===== src/rtl/logic_unit_serial.sv =====
// Multi-cycle bitwise logic unit: AND/OR/XOR/NOR over WIDTH bits, SLICE bits per clock,
// with valid/ready handshakes on both sides and a registered zero flag for the ALU.
module logic_unit_serial #(
   parameter int WIDTH = 32,
   parameter int SLICE = 8
) (
   input  logic             clock,
   input  logic             reset_n,
   input  logic             in_valid,
   output logic             in_ready,
   input  logic [1:0]       op,
   input  logic [WIDTH-1:0] A,
   input  logic [WIDTH-1:0] B,
   output logic             out_valid,
   input  logic             out_ready,
   output logic [WIDTH-1:0] o,
   output logic             zero
);

   localparam int NSLICE = WIDTH / SLICE;
   localparam int IDXW   = (NSLICE > 1) ? $clog2(NSLICE) : 1;
   localparam logic [IDXW-1:0] LAST_IDX = IDXW'(NSLICE - 1);

   generate
      if (SLICE < 1 || (WIDTH % SLICE) != 0) begin : g_bad_slice
         $error("logic_unit_serial: SLICE must divide WIDTH");
      end
   endgenerate

   typedef enum logic [1:0] {
      IDLE = 2'd0,
      BUSY = 2'd1,
      DONE = 2'd2
   } state_t;

   state_t            state_q;
   logic [WIDTH-1:0]  opA_q;
   logic [WIDTH-1:0]  opB_q;
   logic [1:0]        opSel_q;
   logic [WIDTH-1:0]  result_q;
   logic              nonZero_q;
   logic              zero_q;
   logic [IDXW-1:0]   idx_q;
   logic [IDXW-1:0]   idx_d;
   logic              outValid_q;
   logic              inReady_q;

   logic [SLICE-1:0]  sliceA;
   logic [SLICE-1:0]  sliceB;
   logic [SLICE-1:0]  sliceRes;

   // The slice currently addressed by idx_q and its op result; no inter-slice dependency.
   always_comb begin
      sliceA = opA_q[int'(idx_q) * SLICE +: SLICE];
      sliceB = opB_q[int'(idx_q) * SLICE +: SLICE];
      idx_d  = idx_q + IDXW'(1);
      case (opSel_q)
         2'b00:   sliceRes = sliceA & sliceB;
         2'b01:   sliceRes = sliceA | sliceB;
         2'b10:   sliceRes = sliceA ^ sliceB;
         default: sliceRes = ~(sliceA | sliceB);
      endcase
   end

   // Control FSM plus datapath registers; every output comes straight from a flop.
   always_ff @(posedge clock or negedge reset_n) begin
      if (!reset_n) begin
         state_q    <= IDLE;
         opA_q      <= '0;
         opB_q      <= '0;
         opSel_q    <= 2'b00;
         result_q   <= '0;
         nonZero_q  <= 1'b0;
         zero_q     <= 1'b0;
         idx_q      <= '0;
         outValid_q <= 1'b0;
         inReady_q  <= 1'b1;
      end else begin
         case (state_q)
            IDLE: begin
               if (in_valid) begin
                  opA_q     <= A;
                  opB_q     <= B;
                  opSel_q   <= op;
                  result_q  <= '0;
                  nonZero_q <= 1'b0;
                  idx_q     <= '0;
                  inReady_q <= 1'b0;
                  state_q   <= BUSY;
               end
            end
            BUSY: begin
               result_q[int'(idx_q) * SLICE +: SLICE] <= sliceRes;
               nonZero_q <= nonZero_q | (|sliceRes);
               if (idx_q == LAST_IDX) begin
                  // Fold the final slice in directly so zero is ready with out_valid.
                  zero_q     <= ~(nonZero_q | (|sliceRes));
                  outValid_q <= 1'b1;
                  state_q    <= DONE;
               end else begin
                  idx_q <= idx_d;
               end
            end
            DONE: begin
               if (out_ready) begin
                  outValid_q <= 1'b0;
                  inReady_q  <= 1'b1;
                  state_q    <= IDLE;
               end
            end
            default: begin
               outValid_q <= 1'b0;
               inReady_q  <= 1'b1;
               state_q    <= IDLE;
            end
         endcase
      end
   end

   assign in_ready  = inReady_q;
   assign out_valid = outValid_q;
   assign o         = result_q;
   assign zero      = zero_q;

endmodule

===== config.mk =====
export PLATFORM = sky130hd
export DESIGN_NAME = logic_unit_serial
export DESIGN_NICKNAME = d
export VERILOG_FILES = /design/src/rtl/logic_unit_serial.sv
export SDC_FILE = /design/constraint.sdc
export NUM_CORES = 1
export LEC_CHECK = 0
export CORE_MARGIN = 4
export CORE_UTILIZATION = 50
export CTS_CLUSTER_DIAMETER = 120
export DETAILED_ROUTE_END_ITERATION = 10
export GPL_ROUTABILITY_DRIVEN = 0
export GPL_TIMING_DRIVEN = 0
export PLACE_DENSITY = 0.87
export SLEW_MARGIN = 40
export SYNTH_ARGS = -nofsm -noshare
export SYNTH_HDL_FRONTEND = slang
export SYNTH_SLANG_ARGS = --single-unit

===== constraint.sdc =====
create_clock -name clock -period 7.6 [get_ports clock]
set_input_delay 1.14 -clock clock [delete_from_list [all_inputs] [get_ports clock]]
set_output_delay 1.14 -clock clock [all_outputs]
set_load 0.01 [all_outputs]

==> reports/metrics.yaml, run 1 <==
fmax_mhz: 304
diodes: 0
netlist_area_sq_mm: 0.00496
syn_avg_cell_area_sq_um: 9.53
clk_latency_ns: 0.37
status: "finished, final reports clean"
routed_via_density: 5.37
grt_max_degree: 56
dr.pass1.iters: 5
cts_tree: "yes"
vdd_ir_drop_max_uv: 168
period_share_pct: 43.2
cts.sinks: 106
numCtsBuffers: 9
grt_usage_pct: 23.9
power_density_mw_per_mm2: 414
clkPwrFrac_pct: 14.6
hold_viol: 0
maxCapViolCount: 0
cts_max_level: 3
vias: 4165
slew_violations: 0
design_area_sq_mm: 0.00643
netlist-cell-type-count: 37
ys_seq_area_share_pct: 53.5
hpwl_mm: 9.39
max_slew_margin_pct: 53.2
min_path_type: "flip-flop to flip-flop"
synth-edff-count: 0
grt_pass1_wl_mm: 21.2
final_cell_mix: "235 x nand2_1, 105 x dfrtp_1, 103 x clkdlybuf4s50_1, 35 x o21ai_1, 20 x ha_1"
portBuffers: 104
drt-initial-drc-count: 337
worstPathRequired_ns: 7.86
overflow: 0
syn-num-nets: 611
p_int_mw: 1.54
postLayoutSetupSlackWorst_ns: 4.31
final-setup-viol-count: 0
period_minus_slack_ns: 3.29
grt_antenna_before_repair: 0
fin_skew_ns: 0.0136
critPathLaunchType: "flip-flop"
p_comb_share_pct: 51.1
dpl_worst_slack_ns: 4.39
nNetsFinal: 727
tightest_slew_ns: 0.698
area_growth_pct: 29.5
rsz0062_at_grt: "false"
placed_area_sq_mm: 0.00620
yosysWarnings: 0
async_flop_share_pct: 100
layout_commonest_cell: "nand2_1"
yosys_most_used_dff: "dfrtp_1"
grt_pass1_vias: 4372
die_h_um: 108
final_antenna_net_count: 0
critical_path_class: "flip-flop to flip-flop"
wl_mm: 12.9
root_buffer: "clkbuf_8"
cts_setup_buffers: 0
power.total_mw: 2.66
switching_share_pct: 42.1
wire_per_inst_um: 16.7
core-area_sq_mm: 0.00973
synth_cells: 521
crit_arrival_ns: 3.54
ys_ff_latch: 106
path_clk_slew_ns: 0.10
tns_ns: 0
die-width_um: 108
row_count: 36
hold_buffers: 0
cts_buffer_depth: 2
seqPwrFrac_pct: 34.4
drive_above_1_share_pct: 9.97
io_pins: 105
start_util_pct: 51.0
power_leakage_nw: 3.07
path_max_fanout: 10
drc: 0
cp-end-kind: "flip-flop"
switchingPower_mw: 1.12
die-area_sq_mm: 0.0116
cts_resized: 0
[metrics by stage]
stage	hold slack, ns	std cells	utilization (%)
2_1_floorplan	0.440	521	-
3_3_place_gp	0.453	758	63.4
3_5_place_dp	0.457	759	63.8
4_1_cts	0.484	775	66.1
5_1_grt	0.505	775	66.1
6_report	0.483	775	66.1
[power by group through the flow]
| stage | Clock, mW | Combinational (mW) | Sequential [mW] |
|---|---|---|---|
| 2_1_floorplan | 0 | 0.869 | 0.906 |
| 6_report | 0.388 | 1.36 | 0.914 |
| 3_5_place_dp | 0 | 1.32 | 0.920 |
| 5_1_grt | 0.420 | 1.49 | 0.941 |
| 3_3_place_gp | 0 | 1.24 | 0.907 |
| 4_1_cts | 0.393 | 1.35 | 0.911 |
[state kept, by name (all words and copies together) (netlist names)]
name	flops
o	32
opA_q	32
opB_q	32
idx_q	2
opSel_q	2
state_q	2
in_ready	1
nonZero_q	1
out_valid	1
zero	1
[cells in the mapped netlist, types with 3 or more instances]
cell type    n  share of area, %
buf_2       10               1.0
nor2_1      12              0.91
a211oi_1     6              0.91
dfrtp_1    105                53
nor2b_1      4              0.50
o21ai_1     35               3.5
clkbuf_1    11              0.83
mux2_1       4              0.91
inv_1       11              0.83
inv_2        9              0.68
a21oi_1      9              0.91
nand3_1      3              0.30
ha_1        20               5.0
a21oi_2      3              0.53
o21ai_0      4              0.40
mux4_2      16               7.3
nand2_1    235                18
[path summary, 6_finish.rpt]
path | cells past startpoint | start | end | slack [ns]
max | 9 | idx_q[1]$_DFFE_PN0P_ | nonZero_q$_DFFE_PN0P_ | 4.31
min | 2 | opB_q[19]$_DFFE_PN0P_ | opB_q[19]$_DFFE_PN0P_ | 0.48
max reg2reg | 9 | idx_q[1]$_DFFE_PN0P_ | nonZero_q$_DFFE_PN0P_ | 4.31
min reg2reg | 2 | opB_q[19]$_DFFE_PN0P_ | opB_q[19]$_DFFE_PN0P_ | 0.48
max in group asynchronous | 2 | reset_n | opB_q[28]$_DFFE_PN0P_ | 6.35
min in group asynchronous | 1 | reset_n | opA_q[15]$_DFFE_PN0P_ | 0.65
[per-layer routing]
metal  up-vias  track usage, %  part of all wire, %
met2       181            40.7                   52
li1       1932               -                    -
met1      2010            28.9                   38
met5         -               0                    0
met3        42            4.80                  6.8
met4         0            12.2                  3.2
[layout make-up]
cell class                 instances  area, sq um
multi-input combinational        370         2110
buffer                            25          125
inverter                          20         75.1
tap                              133          166
sequential                       106         2650
clock buffer                       9          124
timing repair buffer             105         1070
fill                             749         3300
clock inverter                     7          101
[cells by family (layout without fill, tap and decap cells)]
family	after synthesis	count (layout)	share of synthesized area, %
AND/OR/NAND/NOR	263	263	20.9
flip-flops	106	106	53.5
AO/OA/AOI/OAI	64	64	7.56
buffers and inverters	45	166	4.03
multiplexers	23	23	8.97
adder cells (fa/ha/maj)	20	20	5.04
[worst max-delay path: stages, from the launching register on]
cell	delay, ns
dfrtp_1	0.38
buf_2	0.27
buf_1	0.53
mux4_2	0.45
inv_2	0.07
ha_1	0.22
mux2_1	0.29
a21oi_1	0.58
and4_1	0.32
a21oi_1	0.07
Note: power is estimated with default switching activity, not from simulation.
==> run 2, diff against run 1 <==
Clock period 7.6 ns to 3.4 ns, I/O delays scaled along.
==> reports/metrics.yaml, run 2 (synthesis results as in run 1) <==
die-area_sq_mm: 0.0116  # unchanged
routed_via_density: 5.45  # was 5.37
switching_share_pct: 42.2  # was 42.1%
seqPwrFrac_pct: 34.3  # was 34.4%
worst_hold_slack_ns: 0.0250  # was 0.483 ns
diodes: 0  # unchanged
cts_buffer_depth: 2  # unchanged
seq_area_sq_mm: 0.00265  # unchanged
switchingPower_mw: 2.52  # was 1.12 mW
critPathLaunchType: "flip-flop"  # unchanged
min_path_type: "primary input to asynchronous set/reset pin"  # was flip-flop to flip-flop
portBuffers: 104  # unchanged
die_h_um: 108  # unchanged
multiInputGateArea_sq_mm: 0.00211  # about the same
layoutNonFillerInstCount: 775  # unchanged
start_util_pct: 51.0  # unchanged
wire_per_inst_um: 16.7  # about the same
final-setup-viol-count: 0  # unchanged
fmax_mhz: 325  # was 304 MHz
crit_arrival_ns: 3.39  # was 3.54 ns
worstPathRequired_ns: 3.71  # was 7.86 ns
grt_max_degree: 56  # unchanged
critical_path_class: "flip-flop to flip-flop"  # unchanged
p_int_mw: 3.45  # was 1.54 mW
cts_setup_buffers: 0  # unchanged
hold_viol: 0  # unchanged
cts_resized: 0  # unchanged
period_minus_slack_ns: 3.08  # was 3.29 ns
tightest_slew_ns: 0.724  # was 0.698 ns
cts_tree: "yes"  # unchanged
overflow: 0  # unchanged
grt_antenna_before_repair: 0  # unchanged
power.total_mw: 5.97  # was 2.66 mW
hpwl_mm: 9.39  # unchanged
cts.sinks: 106  # unchanged
status: "finished, final reports clean"  # unchanged
area_growth_pct: 29.6  # was 29.5%
slew_violations: 0  # unchanged
hold_buffers: 0  # unchanged
io_pins: 105  # unchanged
cp-end-kind: "flip-flop"  # unchanged
drive_above_1_share_pct: 10.1  # was 9.97%
cts_max_level: 3  # unchanged
grt_usage_pct: 23.9  # unchanged
root_buffer: "clkbuf_8"  # unchanged
nNetsFinal: 727  # unchanged
vdd_ir_drop_max_uv: 375  # was 168 uV
clkPwrFrac_pct: 14.6  # about the same
p_comb_share_pct: 51.1  # about the same
fin_skew_ns: 0.0150  # was 0.0136 ns
grt_pass1_vias: 4372  # unchanged
clk_latency_ns: 0.38  # was 0.37 ns
vias: 4224  # was 4165
final_cell_mix: "235 x nand2_1, 105 x dfrtp_1, 103 x clkdlybuf4s50_1, 35 x o21ai_1, 20 x ha_1"  # unchanged
core-area_sq_mm: 0.00973  # unchanged
drt-initial-drc-count: 314  # was 337
power_leakage_nw: 3.07  # about the same
path_clk_slew_ns: 0.11  # was 0.10 ns
power_density_mw_per_mm2: 928  # was 414 mW/mm^2
fill_cells: 749  # unchanged
wl_mm: 12.9  # about the same
dp.cells: 759  # unchanged
max_slew_margin_pct: 51.4  # was 53.2%
dr.pass1.iters: 5  # unchanged
layout_commonest_cell: "nand2_1"  # unchanged
path_max_fanout: 10  # unchanged
final_antenna_net_count: 0  # unchanged
die-width_um: 108  # unchanged
tns_ns: 0  # unchanged
numCtsBuffers: 9  # unchanged
row_count: 36  # unchanged
drc: 0  # unchanged
period_share_pct: 90.6  # was 43.2%
rsz0062_at_grt: "false"  # unchanged
maxCapViolCount: 0  # unchanged
grt_pass1_wl_mm: 21.2  # unchanged
-- run 2: cell count changes in the layout (fill, tap and decap cells not counted) --
cell	before	now
a21oi_1	9	8
a21oi_2	3	4
-- run 2: layer usage --
metal	global-route usage, %	wire length, um	up-vias
met1	28.9	4880	2021
met2	40.7	6630	217
met5	0	0	-
met4	12.2	495	0
met3	4.80	935	55
li1	-	-	1931
-- run 2: final timing paths --
path,from,end,slack [ns],cells past startpoint
worst max-delay path,idx_q[1]$_DFFE_PN0P_,zero$_DFFE_PN0P_,0.32,10
min in group clock,opB_q[19]$_DFFE_PN0P_,opB_q[19]$_DFFE_PN0P_,0.48,2
max in group asynchronous,reset_n,opB_q[27]$_DFFE_PN0P_,2.77,2
worst min register to register,opB_q[19]$_DFFE_PN0P_,opB_q[19]$_DFFE_PN0P_,0.48,2
worst min-delay path,reset_n,opA_q[15]$_DFFE_PN0P_,0.03,1
worst max register to register,idx_q[1]$_DFFE_PN0P_,zero$_DFFE_PN0P_,0.32,10
-- run 2: power groups by stage --
stage | Clock [mW] | Combinational [mW] | Sequential, mW
after floorplan | 0 | 1.94 | 2.02
after global placement | 0 | 2.77 | 2.03
after detailed placement | 0 | 2.96 | 2.06
after CTS | 0.879 | 3.02 | 2.04
after global routing | 0.940 | 3.35 | 2.10
final | 0.873 | 3.05 | 2.05
-- run 2: through the flow --
step,util (%),setup slack (ns),instance area (sq um)
4_1_cts,66.1,0.122,6430
5_1_grt,66.1,0.159,6430
2_1_floorplan,-,0.782,4960
3_3_place_gp,63.4,-1.84,6170
6_report,66.1,0.321,6430
3_5_place_dp,63.8,0.192,6200
-- run 2: cell type report --
type	instances	area share, %
Buffer	25	1.94
Clock buffer	9	1.93
Clock inverter	7	1.58
Inverter	20	1.17
Multi-Input combinational cell	370	32.9
Sequential cell	106	41.2
Tap cell	133	2.59
Timing Repair Buffer	105	16.7
-- run 2: worst max-delay path, stage by stage, from the launching register on --
cell,delay (ns)
dfrtp_1,0.38
buf_2,0.27
buf_1,0.53
mux4_2,0.46
inv_2,0.08
ha_1,0.24
mux2i_1,0.16
nor2b_1,0.09
a2111oi_0,0.38
and4_1,0.30
a22o_1,0.14
==> run 3, diff against run 2 <==
Settings changed: CAP_MARGIN from default to 20, CORE_ASPECT_RATIO from default to 1.2.
==> reports/metrics.yaml, run 3 (synthesis results as in run 1) <==
path_max_fanout: 10  # unchanged
dp.cells: 749  # was 759
area_growth_pct: 30.8  # was 29.6%
tightest_slew_ns: 0.682  # was 0.724 ns
wl_mm: 12.8  # was 12.9 mm
grt_antenna_before_repair: 0  # unchanged
cts_max_level: 3  # unchanged
crit_arrival_ns: 3.41  # was 3.39 ns
rsz0062_at_grt: "false"  # unchanged
routed_via_density: 5.47  # was 5.45
fin_skew_ns: 0.0114  # was 0.0150 ns
cp_slowest_cell: "buf_1"  # unchanged
drt-initial-drc-count: 246  # was 314
dr.pass1.iters: 4  # was 5
layout_commonest_cell: "nand2_1"  # unchanged
grt_pass1_vias: 4352  # was 4372
final-setup-viol-count: 0  # unchanged
drive_above_1_share_pct: 10.1  # unchanged
portBuffers: 104  # unchanged
tns_ns: 0  # unchanged
row_count: 39  # was 36
vdd_ir_drop_max_uv: 399  # was 375 uV
layoutNonFillerInstCount: 765  # was 775
cts_buffer_depth: 2  # unchanged
wire_per_inst_um: 16.8  # was 16.7 um
diodes: 0  # unchanged
drc: 0  # unchanged
numCtsBuffers: 9  # unchanged
cpPeakStageDelay_ns: 0.57  # was 0.53 ns
dr_wl_met2_mm: 6.55  # was 6.63 mm
fmax_mhz: 321  # was 325 MHz
start_util_pct: 51.6  # was 51.0%
finish.utilization_pct: 67.6  # was 66.1%
clk_latency_ns: 0.35  # was 0.38 ns
rr_startpoint: "idx_q[1]$_DFFE_PN0P_"  # unchanged
r2r_cells: 9  # was 10
max_slew_margin_pct: 54.5  # was 51.4%
cp-end-kind: "flip-flop"  # unchanged
overflow: 0  # unchanged
cts_setup_buffers: 0  # unchanged
worst_hold_slack_ns: 0.0781  # was 0.0250 ns
r2r_slack_ns: 0.29  # was 0.32 ns
min_path_type: "primary input to asynchronous set/reset pin"  # unchanged
final_antenna_net_count: 0  # unchanged
root_buffer: "clkbuf_16"  # was clkbuf_8
hpwl_mm: 9.36  # was 9.39 mm
period_minus_slack_ns: 3.11  # was 3.08 ns
io_pins: 105  # unchanged
hold_viol: 0  # unchanged
grt_max_degree: 59  # was 56
worstPathRequired_ns: 3.70  # was 3.71 ns
maxCapViolCount: 0  # unchanged
period_share_pct: 91.5  # was 90.6%
grt_usage_pct: 23.1  # was 23.9%
path_clk_slew_ns: 0.08  # was 0.11 ns
wl_met3_um: 830  # was 935 um
critPathLaunchType: "flip-flop"  # unchanged
cts.sinks: 106  # unchanged
grt_pass1_wl_mm: 20.8  # was 21.2 mm
nNetsFinal: 727  # unchanged
core-area_sq_mm: 0.00961  # was 0.00973 sq mm
cts_tree: "yes"  # unchanged
power_leakage_nw: 3.11  # was 3.07 nW
power.total_mw: 6.08  # was 5.97 mW
critical_path_class: "flip-flop to flip-flop"  # unchanged
status: "finished, final reports clean"  # unchanged
crit_chain: "buf_2, buf_1, mux4_2, inv_2, ha_1, mux2_1, a21oi_2, and4b_1, a22o_1"  # was buf_2, buf_1, mux4_2, inv_2, ha_1, mux2i_1, nor2b_1, a2111oi_0, and4_1, a22o_1
die-width_um: 99.0  # was 108 um
die-area_sq_mm: 0.0116  # about the same
r2r_end: "zero$_DFFE_PN0P_"  # unchanged
dr.max_layer_used: "met4"  # unchanged
power_density_mw_per_mm2: 936  # was 928 mW/mm^2
die_h_um: 117  # was 108 um
slew_violations: 0  # unchanged
vias: 4188  # was 4224
wirelength_met1_mm: 5.01  # was 4.88 mm
final_cell_mix: "235 x nand2_1, 105 x dfrtp_1, 103 x clkdlybuf4s50_1, 35 x o21ai_1, 20 x ha_1"  # unchanged
==> run 3: through the flow <==
stage	area, sq um	worst slack, ns
2_1_floorplan	4960	0.782
3_3_place_gp	6160	-1.87
3_5_place_dp	6190	0.175
4_1_cts	6490	0.121
5_1_grt	6500	0.160
6_report	6500	0.288
==> run 3: worst max path at each step <==
| stage | startpoint | endpoint | slack (ns) | cells after the start |
|---|---|---|---|---|
| floorplan | idx_q[0]$_DFFE_PN0P_ | nonZero_q$_DFFE_PN0P_ | 0.78 | 9 |
| global placement | reset_n | opB_q[21]$_DFFE_PN0P_ | -1.87 | 1 |
| detailed placement | idx_q[1]$_DFFE_PN0P_ | zero$_DFFE_PN0P_ | 0.18 | 9 |
| CTS | idx_q[1]$_DFFE_PN0P_ | zero$_DFFE_PN0P_ | 0.12 | 9 |
| global route | idx_q[0]$_DFFE_PN0P_ | nonZero_q$_DFFE_PN0P_ | 0.16 | 10 |
| finish | idx_q[1]$_DFFE_PN0P_ | zero$_DFFE_PN0P_ | 0.29 | 9 |
==> run 3: metal layers <==
| metal | vias up | global-route usage [%] |
|---|---|---|
| met2 | 190 | 41.0 |
| li1 | 1938 | - |
| met5 | - | 0 |
| met3 | 33 | 3.73 |
| met4 | 0 | 11.2 |
| met1 | 2027 | 27.6 |
==> run 3: report_power, final <==
part | internal, mW | switching [mW] | leakage [nW] | total [mW]
logic | 1.26 | 1.72 | 1.60 | 2.97
clock network | 0.577 | 0.479 | 0.150 | 1.06
registers | 1.77 | 0.285 | 1.36 | 2.05
total | 3.60 | 2.48 | 3.11 | 6.08
==> run 3: cell type report <==
cell class                 count  area (sq um)
buffer                        25           125
clock buffer                   9           225
clock inverter                 7          75.1
fill                         675          3120
inverter                      20          75.1
multi-input combinational    370          2110
sequential                   106          2650
tap                          123           154
timing repair buffer         105          1070
==> run 3: what timing repair did <==
| action | 4_1_cts | 5_1_grt |
|---|---|---|
| endpoints found under the setup margin | 0 | 2 |
| hold buffers | 0 | 0 |
| gates resized for setup | 0 | 1 |
==> run 3: worst max-delay path, delay by kind of cell, from the launching register on <==
kind                     cells  cell delay (ns)
flip-flops                   1             0.37
multiplexers                 2             0.75
AND/OR/NAND/NOR              1             0.27
buffers and inverters        3             0.93
adder cells (fa/ha/maj)      1             0.22
AO/OA/AOI/OAI                2             0.50
